File: config.mk
export PLATFORM = sky130hd
export DESIGN_NAME = ir_nec_transmitter
export DESIGN_NICKNAME = d
export VERILOG_FILES = /design/src/rtl/ir_nec_transmitter.sv
export SDC_FILE = /design/constraint.sdc
export NUM_CORES = 1
export LEC_CHECK = 0
export ABC_AREA = 1
export CORE_MARGIN = 8
export CORE_UTILIZATION = 35
export DETAILED_ROUTE_END_ITERATION = 12
export REMOVE_ABC_BUFFERS = 1
export SYNTH_ARGS = -nofsm -noshare
export SYNTH_HDL_FRONTEND = slang
export SYNTH_SLANG_ARGS = --single-unit
File: constraint.sdc
create_clock -name clk -period 3.75 [get_ports clk]
set_input_delay 0.75 -clock clk [delete_from_list [all_inputs] [get_ports clk]]
set_output_delay 0.75 -clock clk [all_outputs]
set_load 0.01 [all_outputs]
File: src/rtl/ir_nec_transmitter.sv
// NEC infrared frame transmitter: lead mark/space, 32 LSB-first data bits or a repeat code,
// stop mark. Drives a carrier-gated LED output and an active-low envelope for loopback.
module ir_nec_transmitter #(
  parameter int UNIT_CYC   = 28125,
  parameter int CARR_HALF  = 658,
  parameter bit CARRIER_EN = 1'b1
) (
  input  logic        clk,
  input  logic        reset,
  input  logic        start,
  input  logic        rpt,
  input  logic [15:0] custom,
  input  logic [7:0]  cmd,
  output logic        busy,
  output logic        done,
  output logic        ir_out,
  output logic        ir_env_n
);

  localparam int CW = $clog2(16 * UNIT_CYC);
  localparam int HW = (CARR_HALF > 1) ? $clog2(CARR_HALF) : 1;

  // Terminal counts (duration - 1) for each state length in NEC units.
  localparam logic [CW-1:0] L16    = CW'(16 * UNIT_CYC - 1);
  localparam logic [CW-1:0] L8     = CW'(8 * UNIT_CYC - 1);
  localparam logic [CW-1:0] L4     = CW'(4 * UNIT_CYC - 1);
  localparam logic [CW-1:0] L3     = CW'(3 * UNIT_CYC - 1);
  localparam logic [CW-1:0] L1     = CW'(UNIT_CYC - 1);
  localparam logic [CW-1:0] CNT_1  = CW'(1);
  localparam logic [HW-1:0] CH_END = HW'(CARR_HALF - 1);
  localparam logic [HW-1:0] CH_1   = HW'(1);

  typedef enum logic [2:0] {
    S_IDLE, S_LEAD_MARK, S_LEAD_SPACE, S_BIT_MARK, S_BIT_SPACE, S_STOP_MARK
  } state_t;

  state_t          r_state, w_next;
  logic [CW-1:0]   r_cnt, w_limit;
  logic [5:0]      r_bit_idx;
  logic [31:0]     r_data;
  logic            r_rpt;
  logic            r_phase, w_next_phase;
  logic [HW-1:0]   r_ccnt, w_next_ccnt;
  logic            r_busy, r_done, r_ir, r_env_n;
  logic            w_last, w_accept, w_cur_mark, w_next_mark;

  assign w_accept    = (r_state == S_IDLE) && start;
  assign w_cur_mark  = (r_state == S_LEAD_MARK) || (r_state == S_BIT_MARK) || (r_state == S_STOP_MARK);
  assign w_next_mark = (w_next == S_LEAD_MARK) || (w_next == S_BIT_MARK) || (w_next == S_STOP_MARK);
  assign w_last      = (r_cnt == w_limit);

  always_comb begin
    w_limit = L1;
    case (r_state)
      S_LEAD_MARK:  w_limit = L16;
      S_LEAD_SPACE: w_limit = r_rpt ? L4 : L8;
      S_BIT_SPACE:  w_limit = r_data[0] ? L3 : L1;
      default:      w_limit = L1;
    endcase
  end

  always_comb begin
    w_next = r_state;
    case (r_state)
      S_IDLE:       if (start)  w_next = S_LEAD_MARK;
      S_LEAD_MARK:  if (w_last) w_next = S_LEAD_SPACE;
      S_LEAD_SPACE: if (w_last) w_next = r_rpt ? S_STOP_MARK : S_BIT_MARK;
      S_BIT_MARK:   if (w_last) w_next = S_BIT_SPACE;
      S_BIT_SPACE:  if (w_last) w_next = (r_bit_idx == 6'd31) ? S_STOP_MARK : S_BIT_MARK;
      S_STOP_MARK:  if (w_last) w_next = S_IDLE;
      default:      w_next = S_IDLE;
    endcase
  end

  // Carrier restarts high on every mark entry; no mark follows another mark directly.
  always_comb begin
    w_next_phase = r_phase;
    w_next_ccnt  = r_ccnt;
    if (w_next_mark && !w_cur_mark) begin
      w_next_phase = 1'b1;
      w_next_ccnt  = '0;
    end else if (w_next_mark) begin
      if (r_ccnt == CH_END) begin
        w_next_phase = ~r_phase;
        w_next_ccnt  = '0;
      end else begin
        w_next_ccnt  = r_ccnt + CH_1;
      end
    end
  end

  always_ff @(posedge clk) begin
    if (reset) begin
      r_state   <= S_IDLE;
      r_cnt     <= '0;
      r_bit_idx <= '0;
      r_data    <= '0;
      r_rpt     <= 1'b0;
      r_phase   <= 1'b0;
      r_ccnt    <= '0;
      r_busy    <= 1'b0;
      r_done    <= 1'b0;
      r_ir      <= 1'b0;
      r_env_n   <= 1'b1;
    end else begin
      r_state <= w_next;
      if (w_next != r_state) r_cnt <= '0;
      else if (r_state != S_IDLE) r_cnt <= r_cnt + CNT_1;

      if (w_accept) begin
        r_rpt     <= rpt;
        r_data    <= {~cmd, cmd, custom};
        r_bit_idx <= '0;
      end else if (r_state == S_BIT_SPACE && w_last && r_bit_idx != 6'd31) begin
        r_data    <= {1'b0, r_data[31:1]};
        r_bit_idx <= r_bit_idx + 6'd1;
      end

      r_phase <= w_next_phase;
      r_ccnt  <= w_next_ccnt;
      r_busy  <= (w_next != S_IDLE);
      r_done  <= (r_state == S_STOP_MARK) && w_last;
      r_env_n <= ~w_next_mark;
      r_ir    <= w_next_mark & (CARRIER_EN ? w_next_phase : 1'b1);
    end
  end

  assign busy     = r_busy;
  assign done     = r_done;
  assign ir_out   = r_ir;
  assign ir_env_n = r_env_n;

endmodule

==> results of run 1 <==
cell type report:
cell class | instances | area [um2]
clock buffers | 12 | 165
clock inverters | 4 | 30.0
fillers | 1119 | 6350
inverters | 54 | 203
multi-input cells | 401 | 2100
flip-flops and latches | 76 | 1520
well taps | 140 | 175
repair buffers | 35 | 340
routing by layer:
metal	track usage [%]	wire length [um]	up-vias
met5	0	0	-
met4	4.39	112	0
met3	3.84	357	9
met2	20.6	3950	56
met1	16.2	4500	1584
li1	-	-	1853
per-stage QoR:
stage	setup WS (ns)	instances	cell area, um2	utilization (%)
floorplan	1.23	531	3820	-
detailed placement	0.829	706	4340	39.9
CTS	0.802	722	4530	41.6
global placement	0.875	706	4340	39.9
finish	0.787	722	4530	41.6
global route	0.496	722	4530	41.6
worst max-delay path: cells and delay by family, from the launching register on:
family                 cells  cell delay [ns]
and+or+nand+nor           16             2.04
buffers and inverters      2             0.23
DFF                        1             0.58
registers in the layout, indices dropped and copies added (netlist names), 3 cells and up:
register and flops:
r_state 3, r_cnt 19, r_data 32, r_bit_idx 6, r_ccnt 10
how the worst max path moves through the flow:
| stage | start | end | slack, ns | cells past startpoint |
|---|---|---|---|---|
| 2_1_floorplan | r_state[2]$_SDFF_PP0_ | r_data[30]$_SDFFE_PP0P_ | 1.23 | 13 |
| 3_3_place_gp | r_state[2]$_SDFF_PP0_ | r_cnt[14]$_SDFFE_PP0P_ | 0.88 | 17 |
| 3_5_place_dp | r_state[2]$_SDFF_PP0_ | r_cnt[1]$_SDFFE_PP0P_ | 0.83 | 17 |
| 4_1_cts | r_state[2]$_SDFF_PP0_ | r_cnt[3]$_SDFFE_PP0P_ | 0.80 | 18 |
| 5_1_grt | r_state[2]$_SDFF_PP0_ | r_cnt[0]$_SDFFE_PP0P_ | 0.50 | 18 |
| 6_report | r_state[2]$_SDFF_PP0_ | r_cnt[3]$_SDFFE_PP0P_ | 0.79 | 18 |
cells by family (layout without fill, tap and decap cells):
family	count (synthesis)	in the layout	share of synthesized area (%)
adder cells (fa/ha/maj)	4	4	1.27
AND/OR/NAND/NOR	285	285	34.6
flip-flops	76	76	38.7
buffers and inverters	73	105	7.89
AO/OA/AOI/OAI	87	87	12.0
XOR/XNOR	25	25	5.57
Yosys cell counts:
library cell / n / area share, %
nand2_1: 157 / 15
dfxtp_1: 76 / 39
inv_1: 45 / 4.3
nor2_1: 36 / 3.4
a21oi_1: 33 / 4.2
o21ai_0: 31 / 3.9
nand3_1: 25 / 3.2
xor2_1: 20 / 4.5
nand4_1: 14 / 2.2
nor2_4: 13 / 3.7
a31oi_1: 12 / 1.9
nor3_1: 12 / 1.5
clkbuf_1: 9 / 0.86
buf_2: 7 / 0.89
inv_2: 6 / 0.57
nand2_2: 5 / 0.80
nand3b_1: 5 / 0.95
o21ai_1: 5 / 0.64
xnor2_1: 5 / 1.1
a22oi_1: 4 / 0.76
ha_1: 4 / 1.3
nand3_2: 4 / 1.0
nor2_2: 4 / 0.64
nor4_1: 4 / 0.64
clkinv_1: 3 / 0.29
nor3b_1: 3 / 0.57
buf_12: 1 / 0.51
buf_4: 1 / 0.19
buf_6: 1 / 0.29
nand2_4: 1 / 0.29
nand3_4: 1 / 0.45
o211ai_1: 1 / 0.19
o31ai_2: 1 / 0.32
or2_2: 1 / 0.16
power by group:
| part | leakage, nW | total (mW) | switching [mW] | internal (mW) |
|---|---|---|---|---|
| sequential | 0.619 | 0.858 | 0.0203 | 0.838 |
| clock | 0.0990 | 0.603 | 0.306 | 0.297 |
| combinational | 0.967 | 0.189 | 0.115 | 0.0733 |
==> flow_summary.toml, run 1 <==
[clocking]
postCtsHoldBufs = 0
ctsRootBufferMaster = "clkbuf_8"
clkTransAtPathRegs_ns = 0.08
cts_sinks = 76
cts.repair.resized = 0
clockBufferDepth = 2
h-tree-depth = 3
cts_setup_buffers = 0
worstSkewPairLatency_ns = 0.35
numCtsBuffers = 9
cts_tree = "done"

[final_layout]
drive_above_1_share_pct = 9.62
layout_common_cells = "157 x nand2_1, 76 x dfxtp_1, 45 x inv_1, 36 x nor2_1, 33 x a21oi_1"
nets = 609
area_growth_pct = 15.3
diodes = 0
final_common_cell = "nand2_1"

[die]
die_area_um2 = 14900
die_h_um = 122
pin_count = 32
core_area_um2 = 10900
die_x_um = 122
rows = 38
start_util_pct = 36.1

[critical_path]
cpMostUsedCell = "nand2_1"
worst_setup_path_end_kind = "flop"
worstPathRequired_ns = 4.03
crit_slowest_cell = "dfxtp_1"
worstSetupPathType = "reg -> reg"
regToRegStartpoint = "r_state[2]$_SDFF_PP0_"
cp.arrival_ns = 3.24
r2r_end = "r_cnt[3]$_SDFFE_PP0P_"
critPathMaxFanout = 19
cpPeakStageDelay_ns = 0.58
reg2regPathDepth = 18
start_kind = "flop"
r2r_slack_ns = 0.79
path_cells = "nor2_2 > nand2_2 > nand2_1 > nand2_1 > nand2_1 > nor2_1 > nand2_1 > nor2_4 > nand3_4 > nand2_2 > nand3_2 > nand2_2 > inv_2 > nand2_2 > nand2_1 > inv_2 > nand2_4 > nor2_1"

[sta]
fin_skew_ns = 0.00987
relSlewSlack_pct = 66.8
post-route-min-period_ns = 2.96
setup_viol = 0
tns_ns = 0
post-route-period-util_pct = 79.0
holdWs_ns = 0.465
drv_slew = 0
worst_pin_slew_ns = 0.495
rsz0062_at_grt = "false"
hold_viol_final = 0
max_freq_mhz = 338

[logic_synthesis]
synth_cell_types = 34
yosys_warnings = 0
synthCells = 550
synth_seq_area_share_pct = 38.7
synthesis.area_um2 = 3930
syn_avg_cell_area_um2 = 7.15
synth-seq-cells = 76

[global_route]
grt_pass1_wl_um = 15800
grt_overflow = 0
grt_use_total_pct = 12.9
antenna_found_initial = 0
grt_pass1_vias = 3473
grt_max_degree = 30

[drt]
via_count = 3502
routed_wl_um = 8930
firstDrtPassIters = 4
route.detailed.drc = 0
wl_per_cell_um = 12.4
drtIter0Drc = 158
drt-vias-per-instance = 4.85
final_antenna_net_count = 0

[job]
maxCapViolCount = 0

[pwr]
power_mw = 1.65
p_leak_nw = 1.69
p_per_area_nw_per_um2 = 364
peakVddDrop_v = 0.000288

[run_status]
outcome = "finished clean"

[place]
portBuffers = 31
place_congestion = 0.899
dp.final_hpwl_um = 6580

[worst_hold_path]
min_from = "r_data[25]$_SDFFE_PP0P_"
whs_endpoint = "r_data[25]$_SDFFE_PP0P_"
holdCritPathClass = "reg -> reg"
min_path_cells = 2
No activity file was read; power rests on OpenSTA's default activity.
==> inputs of run 2 (changes only) <==
- clock period: 3.75 -> 3 ns (I/O delays scaled with it)
==> run 2 against run 1 <==
  * Clock-buffer cell count fell by 1
  * Clock power rose by 43%
  * Via count rose by 1.2%
  * Global-route usage down 0.17 points
  * Register-to-register slack got worse by 0.44 ns
  * Critical path type unchanged
  * Largest cell class unchanged
  * Highest routed layer unchanged
==> flow_summary.toml, run 2 (same netlist as run 1, synthesis figures left out) <==
[run_status]
outcome = "finished clean"

[global_route]
busiest_layer = "met2"
use_met2_pct = 20.0
grt_use_total_pct = 12.7
antenna_found_initial = 0
met3_usage_pct = 3.70
grt_overflow = 0
grt_pass1_wl_um = 15400
grt_pass1_vias = 3411
use_met1_pct = 16.0
grt_max_degree = 30

[sta]
drv_slew = 0
rsz0062_at_grt = "false"
worst_pin_slew_ns = 0.566
tns_ns = 0
setup_viol = 0
relSlewSlack_pct = 61.9
hold_viol_final = 0
fin_skew_ns = 0.00952
post-route-min-period_ns = 2.65
post-route-period-util_pct = 88.3
max_freq_mhz = 377

[drt]
wl_per_cell_um = 12.3
drtIter0Drc = 193
via_count = 3544
firstDrtPassIters = 4
drt-vias-per-instance = 4.89
final_antenna_net_count = 0
route.detailed.drc = 0
routed_wl_um = 8890

[worst_hold_path]
min_from = "r_data[24]$_SDFFE_PP0P_"
holdCritPathClass = "reg -> reg"

[place]
portBuffers = 31
place_congestion = 0.871
dp.final_hpwl_um = 6420

[pwr]
p_per_area_nw_per_um2 = 474
p_leak_nw = 1.72
power_mw = 2.17
peakVddDrop_v = 0.000259

[critical_path]
worstPathRequired_ns = 3.23
r2r_end = "r_cnt[3]$_SDFFE_PP0P_"
reg2regPathDepth = 18
cp.arrival_ns = 2.88
r2r_slack_ns = 0.35
critPathMaxFanout = 19
worstSetupPathType = "reg -> reg"
worst_setup_path_end_kind = "flop"
startpoint = "r_state[0]$_SDFF_PP0_"
start_kind = "flop"
endpoint = "r_cnt[3]$_SDFFE_PP0P_"
regToRegStartpoint = "r_state[0]$_SDFF_PP0_"

[clocking]
cts_tree = "done"
clkTransAtPathRegs_ns = 0.08
clockBufferDepth = 2
ctsRootBufferMaster = "clkbuf_8"
cts_setup_buffers = 0
worstSkewPairLatency_ns = 0.36
numCtsBuffers = 9
cts.repair.resized = 0
h-tree-depth = 3
postCtsHoldBufs = 0
cts_sinks = 76

[final_layout]
nets = 613
layout_common_cells = "157 x nand2_1, 75 x dfxtp_1, 45 x inv_1, 36 x nor2_1, 33 x a21oi_1"
largest_reg_flops = 32
final_common_cell = "nand2_1"
area_growth_pct = 16.6
drive_above_1_share_pct = 10.1
diodes = 0
top_regs = "r_data (32), r_cnt (19), r_ccnt (10)"
regMostFlops = "r_data"

[job]
maxCapViolCount = 0

[die]
core_area_um2 = 10900
die_h_um = 122
pin_count = 32
start_util_pct = 36.1
die_area_um2 = 14900
die_x_um = 122
rows = 38
run 2: changes by cell type in the layout (fill, tap and decap cells not counted), sizes merged:
| cell | change |
|---|---|
| clkbuf | -1 |
| inv | -1 |
| clkinvlp | -1 |
| bufinv | +2 |
| buf | +4 |
run 2: worst min path at each step:
stage / end / slack [ns] / cells past startpoint
after global routing: r_data[23]$_SDFFE_PP0P_ / 0.48 / 2
after detailed placement: r_data[24]$_SDFFE_PP0P_ / 0.45 / 2
after floorplan: r_data[23]$_SDFFE_PP0P_ / 0.43 / 2
final: r_data[24]$_SDFFE_PP0P_ / 0.46 / 2
after CTS: r_data[24]$_SDFFE_PP0P_ / 0.46 / 2
after global placement: r_data[24]$_SDFFE_PP0P_ / 0.45 / 2
run 2: worst max-delay path, stage by stage, from the launching register on:
cell	delay [ns]
dfxtp_1	0.55
inv_2	0.12
nand3_2	0.19
nand2_1	0.07
o21ai_1	0.09
nand2_1	0.07
nor2_1	0.08
nand2_1	0.09
nor2_4	0.16
nand3_4	0.12
nand2_2	0.08
nand3_2	0.06
nand2_2	0.07
buf_4	0.19
nand2_1	0.06
nand2_1	0.08
inv_2	0.04
nand2_4	0.30
nor2_1	0.08
run 2: power breakdown:
part	internal (mW)	switching (mW)	leakage (nW)
sequential	1.05	0.0259	0.620
clock	0.487	0.374	0.109
combinational	0.0959	0.143	0.987
total	1.63	0.543	1.72
run 2: per-layer routing:
metal / routed length [um] / vias up
met5: 0 / -
met4: 136 / 0
met3: 424 / 10
met2: 3930 / 70
met1: 4400 / 1623
li1: - / 1841
run 2: metrics by stage:
stage               util (%)  cells  cell area [um2]  setup slack (ns)  hold slack (ns)
floorplan                  -    531             3820             0.476            0.432
global route            42.1    725             4590            0.0981            0.479
finish                  42.1    725             4590             0.350            0.459
CTS                     42.1    725             4580             0.262            0.464
detailed placement      40.1    710             4370             0.284            0.451
global placement        40.1    710             4370             0.365            0.451
run 2: cell type report:
| cell class | instances | area [um2] |
|---|---|---|
| Clock inverter | 4 | 73.8 |
| Timing Repair Buffer | 39 | 370 |
| Tap cell | 140 | 175 |
| Fill cell | 1130 | 6300 |
| Sequential cell | 76 | 1520 |
| Clock buffer | 11 | 141 |
| Multi-Input combinational cell | 401 | 2100 |
| Inverter | 54 | 203 |
==> inputs of run 3 (changes only) <==
- ABC_AREA: 1 -> default
==> run 3 against run 2 <==
  * Wire length is 9.3% higher
  * Area after synthesis grew 1.6%
  * Combinational power is 3% higher
  * Critical path depth fell by 10
  * Via count rose by 2.9%
  * Worst hold slack gained 0.0084 ns
  * Largest cell class unchanged
  * Highest routed layer unchanged
==> flow_summary.toml, run 3 <==
[logic_synthesis]
yosys_warnings = 0
synth_cell_types = 61
synth_area_leaders = "dfxtp_1 38%, mux2i_1 5.0%, nor2_1 4.7%, a21oi_1 4.5%, nand3_1 3.8%"
async_reset_ff_share_pct = 0
yosysTopAreaCell = "dfxtp_1"
synthTopCellsByCount = "76 x dfxtp_1, 50 x nor2_1, 36 x a21oi_1"
synthCells = 473
yosysMostFrequentCell = "dfxtp_1"
syn_avg_cell_area_um2 = 8.44
synth_edf_count = 0
synthesis.area_um2 = 3990
synth_top_area_share_pct = 38.1
synthFlopType = "dfxtp_1"
synth-seq-cells = 76
synth_seq_area_share_pct = 38.1

[clocking]
clkTransAtPathRegs_ns = 0.06
h-tree-depth = 3
numCtsBuffers = 9
postCtsHoldBufs = 0
ctsRootBufferMaster = "clkbuf_16"
cts_sinks = 76
cts.repair.resized = 2
cts_setup_buffers = 0
cts_tree = "done"
clockBufferDepth = 2
worstSkewPairLatency_ns = 0.34

[drt]
drt-vias-per-instance = 5.58
route.detailed.drc = 0
drtIter0Drc = 218
wl_per_cell_um = 14.9
via_count = 3647
firstDrtPassIters = 4
final_antenna_net_count = 0
routed_wl_um = 9720

[critical_path]
cpMostUsedCell = "or4_1"
cp.arrival_ns = 3.08
r2r_end = "r_bit_idx[3]$_SDFFE_PP0P_"
crit_slowest_cell = "or4_1"
start_kind = "flop"
r2r_slack_ns = 0.14
endpoint = "r_bit_idx[3]$_SDFFE_PP0P_"
regToRegStartpoint = "r_cnt[14]$_SDFFE_PP0P_"
startpoint = "r_cnt[14]$_SDFFE_PP0P_"
worstPathRequired_ns = 3.22
path_cells = "or4_1 > mux2i_2 > o21ai_1 > or4_1 > or4_4 > buf_12 > o311ai_4 > o41ai_2"
critPathMaxFanout = 35
cpPeakStageDelay_ns = 0.55
reg2regPathDepth = 8
worstSetupPathType = "reg -> reg"
worst_setup_path_end_kind = "flop"

[job]
maxCapViolCount = 0

[place]
dpl_worst_slack_ns = -0.0120
dp.final_hpwl_um = 6660
dpl-instance-area_um2 = 4550
place_congestion = 0.831
portBuffers = 31
placed_cells = 637

[sta]
hold_viol_final = 0
worst_pin_slew_ns = 0.674
rsz0062_at_grt = "false"
fin_ws_ns = 0.136
holdWs_ns = 0.467
tns_ns = 0
fin_skew_ns = 0.00978
relSlewSlack_pct = 55.0
max_freq_mhz = 349
drv_slew = 0
setup_viol = 0
post-route-period-util_pct = 95.5
post-route-min-period_ns = 2.86

[global_route]
grt_pass1_vias = 3371
grt_pass1_wl_um = 16000
antenna_found_initial = 0
grt_overflow = 0
grt_use_total_pct = 13.0
grt_max_degree = 38

[die]
pin_count = 32
core_area_um2 = 11300
die_x_um = 123
start_util_pct = 35.4
die_area_um2 = 15100
die_h_um = 123
rows = 39

[final_layout]
area_growth_pct = 23.5
final_cells = 653
layout_common_cells = "73 x dfxtp_1, 50 x nor2_1, 36 x a21oi_1, 33 x nand2_1"
drive_above_1_share_pct = 12.2
fin_area_um2 = 4930
top_regs = "r_data (32), r_cnt (19), r_ccnt (10)"
nFillCells = 1112
largest_reg_flops = 32
regMostFlops = "r_data"
final_common_cell = "dfxtp_1"
nets = 537
diodes = 0

[pwr]
intPower_mw = 1.85
p_sw_share_pct = 25.0
p_comb_share_pct = 9.9
p_clk_share_pct = 46.4
peakVddDrop_v = 0.000261
p_leak_nw = 1.83
p_per_area_nw_per_um2 = 501
pwr-share-seq_pct = 43.7
switchingPower_mw = 0.619

[worst_hold_path]
min_path_cells = 2
holdCritPathClass = "reg -> reg"

[run_status]
outcome = "finished clean"
[run 3: cell types whose count changed after synthesis, moves of 13 or more]
cell,before,now
inv_1,45,5
mux2i_1,0,20
nand2_1,157,33
nor2_1,36,50
nor2_4,13,0
o21ai_0,31,9
[run 3: layout make-up]
type | instances | area [um2] | share of cell area [%]
Sequential cell | 76 | 1530 | 30.9
Inverter | 5 | 18.8 | 0.381
Multi-Input combinational cell | 357 | 2350 | 47.6
Timing Repair Buffer | 56 | 543 | 11.0
Clock buffer | 10 | 239 | 4.85
Tap cell | 143 | 179 | 3.63
Clock inverter | 6 | 77.6 | 1.57
[run 3: cells by family after synthesis]
| logic type | count (synthesis) | share of synthesized area (%) |
|---|---|---|
| xor+xnor | 21 | 4.61 |
| buf+inv | 40 | 4.79 |
| compound gates | 120 | 21.6 |
| flops | 76 | 38.1 |
| mux | 20 | 5.01 |
| simple gates | 192 | 24.6 |
| fa+ha+maj | 4 | 1.25 |
[run 3: per-layer routing]
layer | GRT usage, % | part of all wire [%] | vias up | routed length, um
met3 | 4.14 | 6.1 | 14 | 589
li1 | - | - | 1817 | -
met1 | 17.0 | 48 | 1725 | 4650
met2 | 19.3 | 45 | 91 | 4360
met5 | 0 | 0 | - | 0
met4 | 5.48 | 1.2 | 0 | 114
[run 3: worst max-delay path, delay by kind of cell (launching register included)]
kind | cells | cell delay (ns)
multiplexers | 1 | 0.22
flip-flops | 1 | 0.31
AO/OA/AOI/OAI | 3 | 0.49
buffers and inverters | 1 | 0.19
AND/OR/NAND/NOR | 3 | 1.51
[run 3: worst min-delay path by stage]
stage | from | to | slack, ns
6_report | r_data[8]$_SDFFE_PP0P_ | r_data[8]$_SDFFE_PP0P_ | 0.47
2_1_floorplan | r_bit_idx[5]$_SDFFE_PP0P_ | r_bit_idx[5]$_SDFFE_PP0P_ | 0.44
3_5_place_dp | r_data[8]$_SDFFE_PP0P_ | r_data[8]$_SDFFE_PP0P_ | 0.46
5_1_grt | r_data[6]$_SDFFE_PP0P_ | r_data[6]$_SDFFE_PP0P_ | 0.48
3_3_place_gp | r_bit_idx[5]$_SDFFE_PP0P_ | r_bit_idx[5]$_SDFFE_PP0P_ | 0.45
4_1_cts | r_data[8]$_SDFFE_PP0P_ | r_data[8]$_SDFFE_PP0P_ | 0.47
[run 3: stage by stage]
stage                     total power [mW]  utilization, %
final                                 2.47            43.7
after global routing                  2.58            43.7
after CTS                             2.51            43.3
after detailed placement              1.34            40.3
after global placement                1.34            40.3
after floorplan                       1.22               -
[run 3: power groups by stage]
stage          sequential (mW)  clock (mW)  combinational [mW]
2_1_floorplan             1.10           0               0.127
3_3_place_gp              1.10           0               0.239
3_5_place_dp              1.10           0               0.242
4_1_cts                   1.08        1.18               0.243
5_1_grt                   1.09        1.23               0.271
6_report                  1.08        1.15               0.245
